File: config.mk
export PLATFORM = sky130hd
export DESIGN_NAME = xbar_sched
export DESIGN_NICKNAME = d
export VERILOG_FILES = /design/src/rtl/xbar_sched.sv
export SDC_FILE = /design/constraint.sdc
export NUM_CORES = 1
export LEC_CHECK = 0
export CAP_MARGIN = 20
export CORE_UTILIZATION = 30
export DETAILED_ROUTE_END_ITERATION = 10
export GPL_TIMING_DRIVEN = 0
export SETUP_SLACK_MARGIN = 0.5
export SYNTH_ARGS = -nofsm -noshare
export SYNTH_HDL_FRONTEND = slang
export SYNTH_SLANG_ARGS = --single-unit
File: constraint.sdc
create_clock -name clk -period 2.95 [get_ports clk]
set_input_delay 0.885 -clock clk [delete_from_list [all_inputs] [get_ports clk]]
set_output_delay 0.885 -clock clk [all_outputs]
set_load 0.005 [all_outputs]
File: src/rtl/xbar_sched.sv
// rtl/xbar_sched.sv - per-slave transaction-locking round-robin scheduler for a 2x2 crossbar
module xbar_sched #(
    parameter int TIMEOUT = 255,
    parameter int TO_W    = 8
) (
    input  logic       clk,
    input  logic       reset,
    input  logic       m_req1,
    input  logic       m_req2,
    input  logic       m_a31_1,
    input  logic       m_a31_2,
    input  logic       s_ack1,
    input  logic       s_ack2,
    output logic [1:0] s_sel1,
    output logic [1:0] s_sel2,
    output logic [1:0] m_sel1,
    output logic [1:0] m_sel2,
    output logic       m_err1,
    output logic       m_err2,
    output logic [1:0] busy
);

    typedef enum logic [1:0] {
        ST_IDLE  = 2'd0,
        ST_GRANT = 2'd1,
        ST_ERR   = 2'd2
    } state_t;

    localparam logic [TO_W-1:0] WD_LAST = TO_W'(TIMEOUT == 0 ? 0 : TIMEOUT - 1);

    // Index k holds slave k+1; owner/rr bit 0 means master 1, 1 means master 2.
    state_t [1:0]           state_q, state_d;
    logic   [1:0]           owner_q, owner_d;
    logic   [1:0]           rr_q, rr_d;
    logic   [1:0][TO_W-1:0] wd_q, wd_d;

    logic [1:0] req;
    logic [1:0] a31;
    logic [1:0] ack;
    logic [1:0] elig;

    assign req = {m_req2, m_req1};
    assign a31 = {m_a31_2, m_a31_1};
    assign ack = {s_ack2, s_ack1};

    always_comb begin
        state_d = state_q;
        owner_d = owner_q;
        rr_d    = rr_q;
        wd_d    = wd_q;
        elig    = 2'b00;
        for (int k = 0; k < 2; k++) begin
            // Slave 1 is addressed by a31=1, slave 2 by a31=0.
            elig = req & ~(a31 ^ {2{k == 0}});
            case (state_q[k])
                ST_IDLE: begin
                    if (elig != 2'b00) begin
                        state_d[k] = ST_GRANT;
                        owner_d[k] = (elig == 2'b11) ? rr_q[k] : elig[1];
                        rr_d[k]    = ~owner_d[k];
                        wd_d[k]    = '0;
                    end
                end
                ST_GRANT: begin
                    // Ack takes priority over both abort and watchdog expiry.
                    if (ack[k] || !req[owner_q[k]]) begin
                        state_d[k] = ST_IDLE;
                    end else if (TIMEOUT != 0 && wd_q[k] == WD_LAST) begin
                        state_d[k] = ST_ERR;
                    end else begin
                        wd_d[k] = wd_q[k] + TO_W'(1);
                    end
                end
                default: state_d[k] = ST_IDLE;
            endcase
        end
    end

    always_ff @(posedge clk or posedge reset) begin
        if (reset) begin
            state_q[0] <= ST_IDLE;
            state_q[1] <= ST_IDLE;
            owner_q    <= 2'b00;
            rr_q       <= 2'b00;
            wd_q       <= '0;
        end else begin
            state_q <= state_d;
            owner_q <= owner_d;
            rr_q    <= rr_d;
            wd_q    <= wd_d;
        end
    end

    logic [1:0] granted;
    logic [1:0] erring;

    assign granted = {state_q[1] == ST_GRANT, state_q[0] == ST_GRANT};
    assign erring  = {state_q[1] == ST_ERR,   state_q[0] == ST_ERR};

    assign s_sel1 = granted[0] ? (owner_q[0] ? 2'b10 : 2'b01) : 2'b00;
    assign s_sel2 = granted[1] ? (owner_q[1] ? 2'b10 : 2'b01) : 2'b00;

    // Slave 1 wins if both slaves claim the same owner.
    assign m_sel1 = (granted[0] && !owner_q[0]) ? 2'b01 :
                    (granted[1] && !owner_q[1]) ? 2'b10 : 2'b00;
    assign m_sel2 = (granted[0] &&  owner_q[0]) ? 2'b01 :
                    (granted[1] &&  owner_q[1]) ? 2'b10 : 2'b00;

    assign m_err1 = (erring[0] && !owner_q[0]) || (erring[1] && !owner_q[1]);
    assign m_err2 = (erring[0] &&  owner_q[0]) || (erring[1] &&  owner_q[1]);

    assign busy = {state_q[1] != ST_IDLE, state_q[0] != ST_IDLE};

endmodule

# Word level (Yosys, flattened, before mapping)
# Cells that the tools add are included.
# totals
ff_bits	24
in_bits	8
out_inout_bits	12
word_cells	94
# classes
n_addsub	2
magnitude_cmp	2
eq_ne	16
mux	30
bitwise_logic	6
reduce_logical	30
# ops
operator	count
2-to-1 mux 8 bit	6
case mux 8 bit (2 select lines)	2
2-to-1 mux 2 bit	14
adder 8 x 1 -> 8 bit, second input constant	2
equality test 8 bit, second input constant	2
inequality test 2 bit, second input constant	6
nonzero test 2 bit	6
equality test 2 bit, second input constant	4
logical AND 1 bit	8
case mux 2 bit (2 select lines)	2
AND reduction 2 bit	4
AND reduction 4 bit	2
2-to-1 mux 1 bit	6
inequality test 3 x 1 -> 1 bit, second input constant	2
AND 2 bit	2
equality test 2 x 1 -> 1 bit, second input constant	2
logical NOT 1 bit	4
logical NOT 2 bit	2
logical OR 1 bit	4
< comparator 1 x 2 -> 1 bit, second input constant	2
inverter 2 bit	2
inverter 1 bit	2

# Longest topological paths before layout
# Gate-level depths: netlist (run 1).
# logic_depth
word_depth	6
ltp_mapped	7
mapped_depth_nobuf	7

# Worst setup path before layout (run 1)
# OpenSTA, ideal clock, no wires.
# synth_timing
kind	input port to flip-flop
from	input m_req2
to	register wd_q[11] (netlist name)
setup_ns	0.091
arrival_time_ns	1.974
required_time_ns	2.859
path_slack_ns	0.885
cell_stages	5
path_buffers	1
cell_sequence	mux2i_1 -> or3_1 -> buf_2 -> or4_1 -> o221ai_1
# synth_between
elab_chain_cells	6
word_cells_on_any_way	9
classes_between	eq/ne (2); mux (2); bitwise (1); reduce/logical (4)
# synth_rtl
item	line	source
start, declared	9	input logic m_req2,
2-to-1 mux 1 bit (not written as such) (2 in a row)	66	if (ack[k] || !req[owner_q[k]]) begin
logical NOT 1 bit	66	
logical OR 1 bit	66	
inequality test 2 bit (no line)	--	
AND reduction 4 bit (no line) (*)	--	
end signal, assigned	90	wd_q <= wd_d;
end, declared	35	logic [1:0][TO_W-1:0] wd_q, wd_d;
# Every way passes the cells marked *; elsewhere a longest branch is shown, timed or not. The select of a mux whose other input is x is not followed.
# A chain may end at the register's enable or synchronous reset.

# Final worst setup path (run 1)
# layout_timing
from	register state_q[0] (netlist name)
to	output m_err1
# layout_between
elab_chain_cells	3
# layout_rtl
item	line	source
start, declared	32	state_t [1:0] state_q, state_d;
start signal, assigned	87	state_q <= state_d;
equality test 2 bit	98	assign erring = {state_q[1] == ST_ERR, state_q[0] == ST_ERR};
logical AND 1 bit	109	assign m_err1 = (erring[0] && !owner_q[0]) || (erring[1] && !owner_q[1]);
logical OR 1 bit	109	
end, declared	18	output logic m_err1,
# Every way passes these cells.

==> metrics, run 1 <==
first-pass GRT wire length=4770 um; Sink Count=24; final wirelength=2880 um; outcome=finished clean; Slew Limit Fails=0; Critical Path AT=~1.6 ns; Flop pwr share=a little under half; Clk pin slew, worst setup/hold paths=around 0.090 ns; via/cell ratio=between 5 and 6; commonest cells after routing, fill and taps aside=22 x dfrtp_1, 16 x inv_1, 15 x nand2_1, 12 x clkdlybuf4s50_1, 11 x nand3_1; vias in the first global route=1,071; Fillers=418; Psw=just under 0.3 mW; chip height=around 69 um; register bit total from synthesis=24; Rel. slew slack=67.9%; Pleak=approximately 0.78 nW; wire per inst=about 12 um; CP max FO=4; Setup TNS=0 ns; area grow syn2layout=31.9%; CP Class=reg -> out; Placed Cells=about 230; antenna violations before repair=0; Hold Slack=roughly 0.50 ns; Chip Width=roughly 69 um; RSZ-0062 raised after global routing=yes; sequential fraction of the synthesis area=~44%; Multi-input gate area=approximately 710 um^2; DRT Pass-1 Iters=4; commonest non-fill, non-tap cell in the layout=dfrtp_1; H-tree Lvls=1; final clock skew=0.00386 ns; # IOs=20; total grt overflow=0; post-route ant nets=0; DR vias=approximately 1,200; Hold Path Sink=wd_q[6]$_DFFE_PP0P_; RR Endpoint=wd_q[7]$_DFFE_PP0P_; NumNets Final=a little under 200; data required time of the critical path=a little over 2 ns; Hold Path Class=reg -> reg; hold path depth=1; register area=just over 600 um^2; TritonCTS buffer count=3; warnings from Yosys=0; sw frac=about a third; cts hold-fix bufs=0; IO buf count=19; gr usage total=around an eighth; Peak supply drop=173 uV; HP Start=wd_q[6]$_DFFE_PP0P_; CTS Root Cell=clkbuf_8; CTS tree=done; Detailed Place HPWL=~2000 um; Residual DRC=0; initial DRC count=36; Die Area=roughly 0.0048 mm^2; final non-filler cell total=~240; worst-margin pin slew=just under 0.5 ns; Setup-failing EPs final=0; fmax=between 0.4 and 0.5 GHz; Reg2Reg Launch Point=wd_q[0]$_DFFE_PP0P_; Clk pwr share=24.8%; PD cells=517 mW/mm^2; Comb pwr share=between 20% and 30%; antenna fix cells=0; Tmin final=~2.4 ns; CTS Buffer Depth=2; setup slack on the worst flop-to-flop path=between 1 and 1.5 ns; area of the mapped netlist=0.00135 mm^2; Initial Utilization=between 30% and 40%; Reg2Reg Depth=7; Syn Nets=~170; startpoint types=flip-flop; clock latency at the later pin of the worst-skew pair=0.27 ns; final hold viol count=0; share of layout cells above drive strength 1=16.2%; Final Wtd Congestion=around 0.77; Final period util=between 80 and 90%; critical path launch point=state_q[0]$_DFFE_PP0P_; Rows=24; cells after synthesis=between 150 and 200; Synth cell types=35; Syn Area/Cell=~8.8 um^2; largest net degree at the start of global routing=25; Pint=around 0.63 mW; critical path capture point type=output port; Max-Cap Viols=0; Placeable Area=between 0.004 and 0.005 mm^2
## worst max-delay path, stage by stage (launching register included)
cell and delay [ns]:
dfrtp_1 0.43, nand2b_1 0.19, o22ai_1 0.15, clkdlybuf4s50_1 0.52
## synth_stat cells
cell type,count,area [um^2]
o211ai_1,1,7.51
o221ai_1,6,52.6
o21ai_2,1,8.76
or3_2,2,15.0
o22ai_1,4,25.0
nor2_1,10,37.5
nand3_1,11,55.1
o21a_1,1,7.51
o21ai_0,10,50.1
buf_4,2,15.0
clkbuf_1,1,3.75
nand2b_1,5,31.3
inv_1,16,60.1
a211oi_1,1,7.51
o31ai_1,1,7.51
nor3_1,4,20.0
o2bb2ai_1,1,8.76
o311ai_0,1,8.76
or2_2,3,18.8
o31a_1,1,8.76
xnor2_1,1,8.76
ha_1,4,50.1
nand4_1,3,18.8
nand2_1,15,56.3
and4_1,2,17.5
buf_2,1,5.00
or3_1,4,25.0
mux2i_1,2,20.0
a31oi_1,2,12.5
a21boi_0,1,7.51
nor2b_1,3,18.8
dfrtp_1,24,601
or4_1,3,22.5
a21o_1,2,15.0
a21oi_1,5,25.0
## routing by layer
metal,vias up,part of all wire [%],wire length [um],global-route usage [%]
li1,613,-,-,-
met1,557,51,1460,16.8
met2,31,46,1330,19.2
met3,0,3.2,91,1.61
met4,0,0,0,4.54
met5,-,0,0,0
## worst max path at each step
stage / end / slack, ns
floorplan: wd_q[11]$_DFFE_PP0P_ / 0.88
global placement: wd_q[7]$_DFFE_PP0P_ / 0.03
detailed placement: wd_q[7]$_DFFE_PP0P_ / 0.04
CTS: busy[0] / 0.49
global route: m_err2 / 0.44
finish: m_err1 / 0.52
## cell families after synthesis
group / Yosys count / synth area share, %
AO/OA/AOI/OAI: 38 / 18.7
XOR/XNOR: 1 / 0.648
adder cells (fa/ha/maj): 4 / 3.70
buffers and inverters: 20 / 6.20
flip-flops: 24 / 44.4
multiplexers: 2 / 1.48
AND/OR/NAND/NOR: 65 / 24.9
## metrics by stage
stage	util, %	worst slack (ns)	power, mW	area (um^2)
floorplan	-	0.885	0.565	1350
global placement	36.9	0.0286	0.663	1610
detailed placement	36.9	0.0447	0.665	1610
CTS	39.0	0.487	0.908	1700
global route	41.0	0.440	0.981	1780
finish	41.0	0.519	0.923	1780
## layout make-up
class | count | share of cell area [%]
plain buffers | 4 | 1.33
clock buffers | 4 | 3.09
inverters | 16 | 3.37
multi-input cells | 110 | 40.0
flip-flops and latches | 24 | 33.8
well taps | 52 | 3.65
repair buffers | 27 | 14.8
## timing repair
action | CTS | global route
buffers inserted | 1 | 6
resized for setup | 12 | 8
cloned | 0 | 0
pin swaps | 1 | 2
endpoints found under the setup margin | 12 | 13
## power by group through the flow
stage / sequential [mW] / combinational, mW / clock (mW)
4_1_cts: 0.437 / 0.237 / 0.235
5_1_grt: 0.440 / 0.291 / 0.249
6_report: 0.433 / 0.261 / 0.229
3_3_place_gp: 0.439 / 0.224 / 0
2_1_floorplan: 0.426 / 0.139 / 0
3_5_place_dp: 0.439 / 0.226 / 0
## registers in the layout, indices dropped and copies added (netlist names)
signal   flops
owner_q      2
rr_q         2
wd_q        16
state_q      4
(Power assumes the default switching activity.)
==> run 2: changes to the inputs <==
- clock period: 2.95 -> 2.1 ns (I/O delays scaled with it)
==> metrics, run 2 (synthesized netlist as in run 1, its figures left out) <==
outcome=finished clean; H-tree Lvls=1; final hold viol count=0; Critical Path AT=~2.1 ns; Clk pin slew, worst setup/hold paths=around 0.080 ns; commonest cells after routing, fill and taps aside=22 x dfrtp_1, 21 x buf_6, 13 x inv_1, 12 x nand2_1, 12 x buf_4; vias in the first global route=~1,300; CTS Root Cell=clkbuf_8; Residual DRC=0; wire per inst=~14 um; antenna violations before repair=0; Die Area=0.00478 mm^2; PD cells=just under 700 mW/mm^2; Hold Path Class=reg -> reg; chip height=69.1 um; CP max FO=4; Worst path slowest cell=or4_4; CTS tree=done; data required time of the critical path=around 2.3 ns; Initial Utilization=a little under a third; Setup-failing EPs final=0; Final Wtd Congestion=around 0.8; Chip Width=69.1 um; DR WL met2=between 1500 and 2000 um; Detailed Place HPWL=a little over 2000 um; total grt overflow=0; largest net degree at the start of global routing=25; DR vias=around 1,300; post-route ant nets=0; fmax=0.522 GHz; CP Class=reg -> reg; final wirelength=approximately 3700 um; critical path capture point type=flip-flop; first-pass GRT wire length=between 6000 and 7000 um; # IOs=20; Max-Cap Viols=0; CP max stage delay=approximately 0.53 ns; IO buf count=19; startpoint types=flip-flop; Highest Signal Layer=met4; placed instance area=about 0.0016 mm^2; via/cell ratio=just over 5; Top Registers=wd_q: 16 flops, state_q: 4 flops; max reg flops=16; Largest Register=wd_q; final clock skew=between 0.003 and 0.004 ns; Setup TNS=0 ns; Peak supply drop=between 200 and 300 uV; cts hold-fix bufs=0; Slew Limit Fails=0; Cell Chain, Critical Path=buf_6, buf_6, mux2i_4, or3_4, or4_4, o221ai_2; Placeable Area=approximately 0.0044 mm^2; Finished Core Util=approximately half; met3 wire len=between 100 and 150 um; CTS Buffer Depth=2; share of layout cells above drive strength 1=between 40% and 50%; clock latency at the later pin of the worst-skew pair=around 0.26 ns; PnR Total Power=roughly 1.5 mW; TritonCTS buffer count=3; Rel. slew slack=between 60 and 70%; Rows=24; Pleak=0.899 nW; most frequent CP cell=buf_6; antenna fix cells=0; gr usage total=about 15%; worst-margin pin slew=around 0.55 ns; DRT Pass-1 Iters=4; design area=0.00213 mm^2; NumNets Final=~220; Tmin final=1.91 ns; commonest non-fill, non-tap cell in the layout=dfrtp_1; Final period util=about nine tenths; initial DRC count=75; area grow syn2layout=57.3%; RSZ-0062 raised after global routing=yes; M1 WL=between 1500 and 2000 um; Sink Count=24
[run 2: cell types whose count changed in the layout (fill, tap and decap cells not counted), sizes merged]
cell           change
buf               +34
clkbuf             -2
clkdlybuf4s50     -10
clkinvlp           +1
dlymetal6s2s       -4
inv                -1
o21ai              +1
[run 2: area by class of cell]
| cell class | instances | area, um^2 |
|---|---|---|
| Fill cell | 407 | 2230 |
| Multi-Input combinational cell | 111 | 908 |
| Sequential cell | 24 | 603 |
| Timing Repair Buffer | 46 | 394 |
| Inverter | 16 | 66.3 |
| Tap cell | 52 | 65.1 |
| Buffer | 4 | 48.8 |
| Clock buffer | 3 | 41.3 |
[run 2: worst paths after layout]
| path | from | endpoint | slack (ns) | depth (start not counted) |
|---|---|---|---|---|
| max | owner_q[0]$_DFFE_PP0P_ | wd_q[7]$_DFFE_PP0P_ | 0.19 | 6 |
| min | rr_q[1]$_DFFE_PP0P_ | rr_q[1]$_DFFE_PP0P_ | 0.50 | 1 |
| max reg2reg | owner_q[0]$_DFFE_PP0P_ | wd_q[7]$_DFFE_PP0P_ | 0.19 | 6 |
| min reg2reg | rr_q[1]$_DFFE_PP0P_ | rr_q[1]$_DFFE_PP0P_ | 0.50 | 1 |
| max in group asynchronous | reset | owner_q[1]$_DFFE_PP0P_ | 0.99 | 2 |
| min in group asynchronous | reset | wd_q[1]$_DFFE_PP0P_ | 0.76 | 2 |
[run 2: repair_timing]
action	CTS	global route
resized for setup	116	20
endpoints found under the setup margin	32	53
pin swaps	17	12
setup buffers	19	8
gates cloned	1	0
[run 2: per-layer routing]
layer,global-route usage (%),vias to the layer above
met4,4.76,0
met5,0,-
met2,24.9,29
li1,-,664
met3,2.05,4
met1,21.1,630
[run 2: power by group]
| part | total [mW] | leakage [nW] | switching (mW) | internal [mW] |
|---|---|---|---|---|
| Sequential | 0.620 | 0.319 | 0.0877 | 0.532 |
| Combinational | 0.575 | 0.558 | 0.261 | 0.314 |
| Clock | 0.271 | 0.0216 | 0.143 | 0.128 |
[run 2: worst max-delay path, delay by kind of cell, from the launching register on]
kind,cells,cell delay (ns)
compound gates,1,0.07
buf+inv,2,0.24
flops,1,0.44
mux,1,0.17
simple gates,2,0.92
[run 2: per-stage QoR]
stage	hold slack [ns]	std cells	worst slack (ns)
global placement	0.477	225	-0.343
detailed placement	0.481	225	-0.349
finish	0.496	256	0.186
global route	0.539	256	0.150
floorplan	0.450	154	0.324
CTS	0.497	248	0.210
